<file path="src/rtl/ber_meter.sv">
// ber_meter: self-synchronising PRBS bit-error-rate meter.
//
// All N = 2*BITS_PER_AXIS bits of a symbol are handled in parallel on each
// sym_clk_en. A local Fibonacci LFSR is aligned to the received stream. Bit
// errors are then counted over windows of 2^WINDOW_LOG2 symbols. Sync is
// dropped when a LOSS_BLK-symbol block collects LOSS_THRESH or more errors.
//
// State table:
//   SEARCH | loading received bits into the LFSR until LFSR_LEN bits are in
//   VERIFY | predicting each bit; waiting for SYNC_THRESH error-free bits
//   LOCKED | LFSR free-runs; errors counted per window and per loss block
//
// Ports:
//   sys_clk, reset_n        clock, async active-low reset
//   sym_clk_en              symbol strobe, slicer inputs valid when high
//   slicer_in_I/Q           sliced symbol, MSB first within each axis
//   restart                 synchronous resync request (wins over sym_clk_en)
//   error_count             errors of the last completed window
//   window_done             one-cycle pulse when error_count updates
//   locked                  high while LOCKED
//   sync_loss_count         saturating count of loss-of-sync events
module ber_meter #(
    parameter int BITS_PER_AXIS = 2,
    parameter int LFSR_LEN = 22,
    parameter logic [LFSR_LEN-1:0] LFSR_TAPS = 22'h200001,
    parameter int WINDOW_LOG2 = 20,
    parameter int SYNC_THRESH = 64,
    parameter int LOSS_BLK = 256,
    parameter int LOSS_THRESH = 32,
    parameter int CNT_W = WINDOW_LOG2 + $clog2(2 * BITS_PER_AXIS) + 1
) (
    input  logic                     sys_clk,
    input  logic                     reset_n,
    input  logic                     sym_clk_en,
    input  logic [BITS_PER_AXIS-1:0] slicer_in_I,
    input  logic [BITS_PER_AXIS-1:0] slicer_in_Q,
    input  logic                     restart,
    output logic [CNT_W-1:0]         error_count,
    output logic                     window_done,
    output logic                     locked,
    output logic [7:0]               sync_loss_count
);

    localparam int N      = 2 * BITS_PER_AXIS;
    localparam int ERR_W  = $clog2(N + 1);
    localparam int FILL_W = $clog2(LFSR_LEN + N + 1);
    localparam int RUN_W  = $clog2(SYNC_THRESH + N + 1);
    localparam int BLK_W  = $clog2(LOSS_THRESH + N + 1);
    localparam int BCNT_W = (LOSS_BLK > 1) ? $clog2(LOSS_BLK) : 1;

    localparam logic [FILL_W-1:0] FILL_STEP = FILL_W'(N);
    localparam logic [FILL_W-1:0] FILL_TGT  = FILL_W'(LFSR_LEN);
    localparam logic [RUN_W-1:0]  RUN_STEP  = RUN_W'(N);
    localparam logic [RUN_W-1:0]  RUN_TGT   = RUN_W'(SYNC_THRESH);
    localparam logic [BLK_W-1:0]  LOSS_TGT  = BLK_W'(LOSS_THRESH);
    localparam logic [BCNT_W-1:0] BLK_LAST  = BCNT_W'(LOSS_BLK - 1);

    typedef enum logic [1:0] {SEARCH, VERIFY, LOCKED} state_t;

    state_t state, state_next;

    logic [LFSR_LEN-1:0]    lfsr, lfsr_next, st;
    logic [FILL_W-1:0]      fill, fill_sum;
    logic [RUN_W-1:0]       run, run_sum;
    logic [CNT_W-1:0]       acc, win_sum;
    logic [BLK_W-1:0]       blk_acc, blk_sum;
    logic [WINDOW_LOG2-1:0] sym_cnt;
    logic [BCNT_W-1:0]      blk_cnt;
    logic [ERR_W-1:0]       err_sym;
    logic [N-1:0]           rx_vec;
    logic                   rx_bit, pred;
    logic                   win_last, blk_last, loss;

    // Oldest bit sits at the top: I[B-1] .. I[0], Q[B-1] .. Q[0].
    assign rx_vec = {slicer_in_I, slicer_in_Q};

    // Unrolled LFSR: every bit's prediction sees the state already advanced
    // by the earlier bits of the same symbol. Once locked the register is fed
    // from its own prediction, so received errors cannot corrupt it.
    always_comb begin
        st      = lfsr;
        err_sym = '0;
        rx_bit  = 1'b0;
        pred    = 1'b0;
        for (int i = 0; i < N; i++) begin
            rx_bit  = rx_vec[N-1-i];
            pred    = ^(st & LFSR_TAPS);
            err_sym = err_sym + ERR_W'(pred ^ rx_bit);
            st      = {st[LFSR_LEN-2:0], (state == LOCKED) ? pred : rx_bit};
        end
        lfsr_next = st;
    end

    assign fill_sum = fill + FILL_STEP;
    assign run_sum  = run + RUN_STEP;
    assign win_sum  = acc + CNT_W'(err_sym);
    assign blk_sum  = blk_acc + BLK_W'(err_sym);
    assign win_last = &sym_cnt;
    assign blk_last = (blk_cnt == BLK_LAST);
    assign loss     = (blk_sum >= LOSS_TGT);

    always_comb begin
        state_next = state;
        if (restart) begin
            state_next = SEARCH;
        end else if (sym_clk_en) begin
            case (state)
                SEARCH:  if (fill_sum >= FILL_TGT) state_next = VERIFY;
                VERIFY:  if (err_sym == '0 && run_sum >= RUN_TGT) state_next = LOCKED;
                LOCKED:  if (loss) state_next = SEARCH;
                default: state_next = SEARCH;
            endcase
        end
    end

    always_ff @(posedge sys_clk or negedge reset_n) begin
        if (!reset_n) state <= SEARCH;
        else          state <= state_next;
    end

    always_ff @(posedge sys_clk or negedge reset_n) begin
        if (!reset_n) begin
            lfsr            <= '0;
            fill            <= '0;
            run             <= '0;
            acc             <= '0;
            blk_acc         <= '0;
            sym_cnt         <= '0;
            blk_cnt         <= '0;
            error_count     <= '0;
            window_done     <= 1'b0;
            locked          <= 1'b0;
            sync_loss_count <= '0;
        end else begin
            window_done <= 1'b0;
            locked      <= (state_next == LOCKED);
            if (restart) begin
                fill        <= '0;
                run         <= '0;
                acc         <= '0;
                blk_acc     <= '0;
                sym_cnt     <= '0;
                blk_cnt     <= '0;
                error_count <= '0;
            end else if (sym_clk_en) begin
                lfsr <= lfsr_next;
                case (state)
                    SEARCH: begin
                        fill <= (state_next == VERIFY) ? '0 : fill_sum;
                        run  <= '0;
                    end
                    VERIFY: begin
                        run <= (err_sym != '0 || state_next == LOCKED) ? '0 : run_sum;
                        if (state_next == LOCKED) begin
                            acc     <= '0;
                            blk_acc <= '0;
                            sym_cnt <= '0;
                            blk_cnt <= '0;
                        end
                    end
                    LOCKED: begin
                        sym_cnt <= sym_cnt + WINDOW_LOG2'(1);
                        blk_cnt <= blk_last ? '0 : blk_cnt + BCNT_W'(1);
                        if (win_last) begin
                            error_count <= win_sum;
                            acc         <= '0;
                            window_done <= 1'b1;
                        end else begin
                            acc <= win_sum;
                        end
                        // A window ending on the loss symbol has already
                        // latched above; only the partial window is dropped.
                        if (loss) begin
                            if (sync_loss_count != 8'hFF)
                                sync_loss_count <= sync_loss_count + 8'd1;
                            acc     <= '0;
                            blk_acc <= '0;
                            sym_cnt <= '0;
                            blk_cnt <= '0;
                            fill    <= '0;
                            run     <= '0;
                        end else begin
                            blk_acc <= blk_last ? '0 : blk_sum;
                        end
                    end
                    default: ;
                endcase
            end
        end
    end

endmodule

</file>
<file path="config.mk">
export PLATFORM = sky130hd
export DESIGN_NAME = ber_meter
export DESIGN_NICKNAME = d
export VERILOG_FILES = /design/src/rtl/ber_meter.sv
export SDC_FILE = /design/constraint.sdc
export NUM_CORES = 1
export LEC_CHECK = 0
export ABC_AREA = 1
export CORE_AREA = 5 5 124 126
export DETAILED_ROUTE_END_ITERATION = 10
export DIE_AREA = 0 0 129 131
export PLACE_DENSITY = 0.74
export SYNTH_ARGS = -nofsm -noshare
export SYNTH_HDL_FRONTEND = slang
export SYNTH_SLANG_ARGS = --single-unit
</file>
<file path="constraint.sdc">
create_clock -name sys_clk -period 3.6 [get_ports sys_clk]
set_input_delay 0.9 -clock sys_clk [delete_from_list [all_inputs] [get_ports sys_clk]]
set_output_delay 0.9 -clock sys_clk [all_outputs]
set_load 0.1 [all_outputs]
</file>
## After elaboration in Yosys (flattened, before gate mapping)

Cells that the tools add are included.

| storage, ports and cells | value |
|---|---|
| flip-flop bits (word level) | 126 |
| memories | 0 |
| output and inout bits | 33 |
| memory bits (read-only) | 0 |
| memory bits (writable) | 0 |
| logic and storage cells | 111 |
| latch bits | 0 |

| cells by class | value |
|---|---|
| multiplexer cells | 51 |
| divide/modulo/power cells | 0 |
| add/subtract/negate cells | 10 |
| equal/unequal tests | 8 |
| $lt $le $gt $ge | 3 |
| multipliers | 0 |
| reductions and logical operators | 22 |
| bitwise logic cells | 5 |
| shift-type cells | 0 |

Operator list:

| operator | number |
|---|---|
| two-way mux 23 bit | 9 |
| XOR reduction 22 bit | 4 |
| two-way mux 20 bit | 4 |
| one-hot mux 23 bit (2 select lines) | 1 |
| two-way mux 8 bit | 5 |
| one-hot mux 20 bit (2 select lines) | 1 |
| two-way mux 6 bit | 5 |
| two-way mux 7 bit | 4 |
| adder 23 x 3 -> 23 bit | 1 |
| one-hot mux 7 bit (3 select lines) | 1 |
| adder 20 x 1 -> 20 bit, second input constant | 1 |
| two-way mux 5 bit | 4 |
| AND reduction 20 bit | 1 |
| adder 8 x 1 -> 8 bit, second input constant | 2 |
| one-hot mux 8 bit (2 select lines) | 1 |
| one-hot mux 6 bit (2 select lines) | 1 |
| AND reduction 3 bit | 4 |
| two-way mux 2 bit | 5 |
| one-hot mux 5 bit (2 select lines) | 1 |
| nonzero test 3 bit | 3 |
| equality test 8 bit, second input constant | 1 |
| two-way mux 1 bit | 8 |
| inequality test 8 bit, second input constant | 1 |
| adder 7 x 3 -> 7 bit, second input constant | 1 |
| other kinds (22) | 30 |

## Depth between registers and ports, before layout

| depth | value |
|---|---|
| depth in word-level cells | 21 |
| mapped depth | 33 |
| depth with buffers taken out | 31 |

## Worst setup path after synthesis

OpenSTA, ideal clock, no wires.

| timing path | value |
|---|---|
| path type | input port to flip-flop |
| start | in slicer_in_I[1] |
| end | reg acc[10] |
| data required time | 3.483 ns |
| arrival | 4.054 ns |
| setup slack | -0.571 ns |
| cell stages on the path | 30 |
| library setup time | 0.117 ns |
| path buffers | 2 |
| path through | inv_1 -> nand2_1 -> nand3_1 -> nand2_1 -> nand2_1 -> nand3_1 -> nand3_1 -> nand3_1 -> nand2_1 -> nand2_1 -> nand2_1 -> fa_1 -> ha_1 -> ha_1 -> ha_1 -> nand2_1 -> nand2_1 -> nand2_1 -> nand2_2 -> nand2_1 -> nand2_2 -> nand3_1 -> nand2_1 -> nand2_2 -> nand2_4 -> nand3_4 -> buf_6 -> buf_2 -> nand3_1 -> nand2_1 |

| between the ends | value |
|---|---|
| cells in the longest elaborated chain, start to end | 17 |

Ends and longest elaborated chain:

| item | line | text |
|---|---|---|
| from (decl) | 35 | `input logic [BITS_PER_AXIS-1:0] slicer_in_I,` |
| two-way mux 1 bit | 89 | `st = {st[LFSR_LEN-2:0], (state == LOCKED) ? pred : rx_bit};` |
| XOR reduction 22 bit | 87 | `pred = ^(st & LFSR_TAPS);` |
| two-way mux 1 bit | 89 |  |
| XOR reduction 22 bit | 87 |  |
| two-way mux 1 bit | 89 |  |
| XOR reduction 22 bit | 87 |  |
| XOR 1 bit | 88 | `err_sym = err_sym + ERR_W'(pred ^ rx_bit);` |
| adder 3 x 1 -> 3 bit * | 88 |  |
| [2 not listed] | -- |  |
| two-way mux 2 bit, on equally long branches | 110, 109 |  |
| one-hot mux 2 bit (3 select lines) * | 107 | `case (state)` |
| two-way mux 2 bit * | 106 | `end else if (sym_clk_en) begin` |
| two-way mux 2 bit * | 104 | `if (restart) begin` |
| net state_next[1] | 60 | `state_t state, state_next;` |
| equality test 2 bit * | 154 | `if (state_next == LOCKED) begin` |
| inequality test 3 bit (no source line) * | -- |  |
| AND reduction 3 bit (no source line) * | -- |  |
| to (signal assigned) | 169 | `acc <= win_sum;` |
| to (decl) | 65 | `logic [CNT_W-1:0] acc, win_sum;` |

Mark *: on every way through the listed nets, which the timed path passes. The rest lies on a longest branch. The select of a mux whose other input is x is not followed.
A chain may end at the register's enable or synchronous reset.

## Worst setup path in the final report

| timing path | value |
|---|---|
| start | reg state[1] |
| end | reg blk_cnt[6] |

| between the ends | value |
|---|---|
| cells in the longest elaborated chain, start to end | 18 |

Ends and longest elaborated chain:

| item | line | text |
|---|---|---|
| from (decl) | 60 |  |
| from (signal assigned) | 118 | `else state <= state_next;` |
| equality test 2 bit | 89, 107 |  |
| two-way mux 1 bit | 89 |  |
| XOR reduction 22 bit | 87 |  |
| two-way mux 1 bit | 89 |  |
| XOR reduction 22 bit | 87 |  |
| two-way mux 1 bit | 89 |  |
| XOR reduction 22 bit | 87 |  |
| XOR 1 bit | 88 |  |
| [3 not listed] | -- |  |
| two-way mux 2 bit, on equally long branches | 110, 109 |  |
| one-hot mux 2 bit (3 select lines) | 107 |  |
| two-way mux 2 bit * | 106 |  |
| two-way mux 2 bit * | 104 |  |
| net state_next[1] | 60 |  |
| equality test 2 bit * | 154 |  |
| inequality test 3 bit (no source line) * | -- |  |
| AND reduction 3 bit (no source line) * | -- |  |
| to (signal assigned) | 163 | `blk_cnt <= blk_last ? '0 : blk_cnt + BCNT_W'(1);` |
| to (decl) | 68 | `logic [BCNT_W-1:0] blk_cnt;` |

Marks and branches as above.

==> metrics.sh <==
RUN_STATUS='finished with violations'
VIOLATIONS='negative setup slack'
FINALSETUPVIOLCOUNT=96
DIEWIDTH_UM=129
POWER-PER-CELL-AREA_nW_PER_UM2=403.7
TIMING_HOLD_VIOLATIONS_FINAL=0
CP_NUM_BUF_INV=4
SEQ_AREA_FRAC_SYNTH_PCT=44.14
NUM_ROWS=44
FIRST_ITERATION_DETAILED_ROUTING_DRC_COUNT=726
DIE_AREA_UM2=16900
DRIVE_GT1_SHARE_PCT=35.47
MAX_SLEW.WORST_PIN.SLEW_NS=0.9659
CRITPATHREQUIREDTIME_NS=3.97
SYNTH_LARGEST_AREA_CELL='dfrtp_1'
FIN_CELLS=1244
ENDPOINT_KIND='register'
IO-PIN-COUNT=41
WORST_IR_DROP_VDD_V=0.0003289
DRC=0
REG2REGPATHDEPTH=33
FINALSETUPTNS_NS=-45.93
TIMING.FINAL.MAX_SLEW_VIOLATIONS=0
VERTICAL_EXTENT_OF_THE_DIE_UM=131
WORSTSKEWPAIRLATENCY_NS=0.43
START_KIND='register'
CTSHTREEMAXLEVEL=4
POSTSYNTHREGISTERBITS=122
SYN_AREA_PER_CELL_UM2=7.677
CRITICAL-PATH-TOP-CELL-BY-COUNT='nand2_2'
WIRELENGTH_MM=23.04
CORE-AREA_UM2=14200
STARTING_UTILIZATION_OF_THE_CORE_AREA_PCT=48.70
DRT_FIRST_PASS_ITERS=8
POSTSYNTHCELLCOUNT=901
VIA_COUNT=7183
CRITICAL_PATH.MAX_STAGE_DELAY_NS=0.45
LEAST_SETUP_SLACK_ACROSS_ALL_PATHS_AFTER_LAYOUT_NS=-0.6148
TIMING.CRITICAL_PATH.MAX_DELAY_FAMILY='simple AND/OR/NAND/NOR gates'
SYNTH_TOP_FLOP_CELL='dfrtp_1'
YS_TYPES=39
ANTENNA_LEFT=0
IO_BUFFER_COUNT=40
CLKTRANSATPATHREGS_NS=0.06
CELL_WITH_THE_LARGEST_STAGE_DELAY_ON_THE_WORST_PATH='fa_1'
DPL_WORST_SLACK_NS=-1.181
ASYNC_FLOP_SHARE_PCT=100.0
MAX_FREQ_MHz=237.3
LARGEST_DRIVER_FANOUT_ON_THE_CRITICAL_PATH=5
VIA_PER_INST=5.774
CTS_NUM_SINKS=122
PIN_COUNT_OF_THE_BIGGEST_NET_ENTERING_GLOBAL_ROUTING=46
POST-ROUTE-PERIOD-UTIL_PCT=117.1
RANKING_OF_SYNTHESIZED_CELLS_BY_AREA='dfrtp_1 (44%), nand2_1 (16%), nand3_1 (8.0%)'
ROUTEDWLPERCELL_UM=18.52
FINCLKSKEW_NS=0.009782
CRIT_ARRIVAL_NS=4.58
TIMING.MAX_CAP.VIOLATIONS=0
CTS_MAX_PATH_BUFFERS=2
WORST_HOLD_PATH_TYPE='register to register'
CRIT_TYPE='register to register'
SYN_NETS=924
SYNTH.TOP_CELL.AREA_SHARE_PCT=44.14
GRT.TOTAL_USAGE_PCT=25.63
VIA_COUNT_OF_THE_FIRST_GLOBAL_ROUTING_PASS=6818
GRT_FIRST_PASS_WIRELENGTH_MM=34.22
CTS_BUFFERS=17
LAYOUT_MIN_CYCLE_TIME_NS=4.215
GP_CONGESTION=0.9417
GRT_SETUP_UNREPAIRED='true'
MAX_SLEW_MARGIN_PCT=35.41
GRT_OVERFLOW=0
PATH_DEPTH=33
LAYOUT.CELLS.MOST_COMMON='nand2_1'
YS_WARN_COUNT=0
SYNTH_AREA_UM2=6917
HOLD_PATH_DEPTH=2
TRITONCTS='yes'
N_ANTENNA_CELL=0
CLOCKROOTBUFFER='clkbuf_16'
PLACE.DETAILED.HPWL_MM=11.53
GRT_ANTENNA_BEFORE_REPAIR=0
SYNTH_ENABLE_FLOP_CELLS=0
PLACED_CELLS=1157
CELLLEAKAGEPOWER_nW=4.785
SYNTHTOLAYOUTAREAGROWTH_PCT=45.77
FINAL_NETS=1071
MOST-COMMON-LAYOUT-CELLS='nand2_1 (204), dfrtp_1 (122), buf_4 (121), nand3_1 (81), nand2_2 (69)'
[where the power goes]
part	internal [mW]	switching, mW
logic	0.327	0.429
registers	1.42	0.0402
clock network	1.22	0.627
total	2.97	1.10
[logic make-up (layout without fill, tap and decap cells)]
kind of cell	count (synthesis)	in the layout	share of synthesized area, %
flip-flops	122	122	44.14
buffers and inverters	109	268	6.928
adder cells (fa/ha/maj)	15	15	3.039
XOR/XNOR	52	52	6.585
AO/OA/AOI/OAI	49	49	3.889
AND/OR/NAND/NOR	553	553	35.26
multiplexers	1	1	0.1628
[path summary, 6_finish.rpt]
| path | from | endpoint | slack (ns) |
|---|---|---|---|
| worst max-delay path | state[1]$_DFF_PN0_ | blk_cnt[6]$_DFFE_PN0P_ | -0.61 |
| worst min-delay path | lfsr[12]$_DFFE_PN0P_ | lfsr[12]$_DFFE_PN0P_ | 0.47 |
| worst max register to register | state[1]$_DFF_PN0_ | blk_cnt[6]$_DFFE_PN0P_ | -0.61 |
| worst min register to register | lfsr[12]$_DFFE_PN0P_ | lfsr[12]$_DFFE_PN0P_ | 0.47 |
| max in group asynchronous | reset_n | error_count[10]$_DFFE_PN0P_ | 2.33 |
| min in group asynchronous | reset_n | locked$_DFF_PN0_ | 0.48 |
[worst register-to-register path: cells and delay by family, from the launching register on]
family / cells / cell delay, ns
adder cells (fa/ha/maj): 4 / 1.14
flip-flops: 1 / 0.41
buffers and inverters: 4 / 0.43
AND/OR/NAND/NOR: 25 / 2.15
[cell usage after synthesis (2+ instances only)]
library cell  instances
buf_6                 5
nand3_2               2
xor2_1               38
o21ai_1              20
buf_4                 5
nand2_1             289
nand3_1             111
nor2_2                7
a21oi_1               8
inv_1                69
buf_2                11
nor2_1               68
fa_1                  3
buf_1                 4
inv_2                 4
o21ai_0              11
nand4_1              19
a31oi_1               2
or2_2                 3
a21o_1                3
xnor2_1              14
nor3b_1               3
dfrtp_1             122
nor3_1               23
ha_1                 12
nor4_1               16
nand2_2               7
clkbuf_1             11
[metal layers]
| layer | vias up | GRT usage (%) | share of wire (%) | wire, µm |
|---|---|---|---|---|
| met2 | 378 | 42.20 | 50 | 11460 |
| met4 | 0 | 14.27 | 5.1 | 1165 |
| li1 | 3213 | - | - | - |
| met1 | 3480 | 31.51 | 38 | 8725 |
| met5 | - | 0 | 0 | 0 |
| met3 | 112 | 5.407 | 7.3 | 1683 |
[cell type report]
class	instances	area, µm²
Clock buffer	24	491.7
Clock inverter	7	137.6
Fill cell	963	4121
Inverter	73	292.8
Multi-Input combinational cell	670	4350
Sequential cell	122	3053
Tap cell	184	230.2
Timing Repair Buffer	164	1526
[registers in the layout, summed over array words and instances (netlist names)]
signal	flops
acc	23
blk_acc	6
blk_cnt	8
error_count	23
fill	3
lfsr	22
locked	1
run	5
state	2
sym_cnt	20
sync_loss_count	8
window_done	1
[stage by stage]
step / hold WS [ns] / util [%] / cell area, µm² / power, mW
after floorplan: 0.4422 / - / 7123 / 1.774
after global placement: 0.4533 / 56.37 / 8006 / 1.969
after detailed placement: 0.4586 / 56.37 / 8006 / 1.983
after global routing: 0.4933 / 70.98 / 10080 / 4.207
final: 0.4720 / 70.98 / 10080 / 4.070
after CTS: 0.4721 / 66.52 / 9448 / 3.894
[what timing repair did]
| item | 4_1_cts | 5_1_grt |
|---|---|---|
| hold buffers | 0 | 0 |
| buffers inserted | 46 | 17 |
| gates resized for setup | 83 | 150 |
| endpoints found under the setup margin | 98 | 98 |
| gates cloned | 6 | 1 |
| pin swaps | 39 | 47 |
Power figures use the tool's default switching activity.
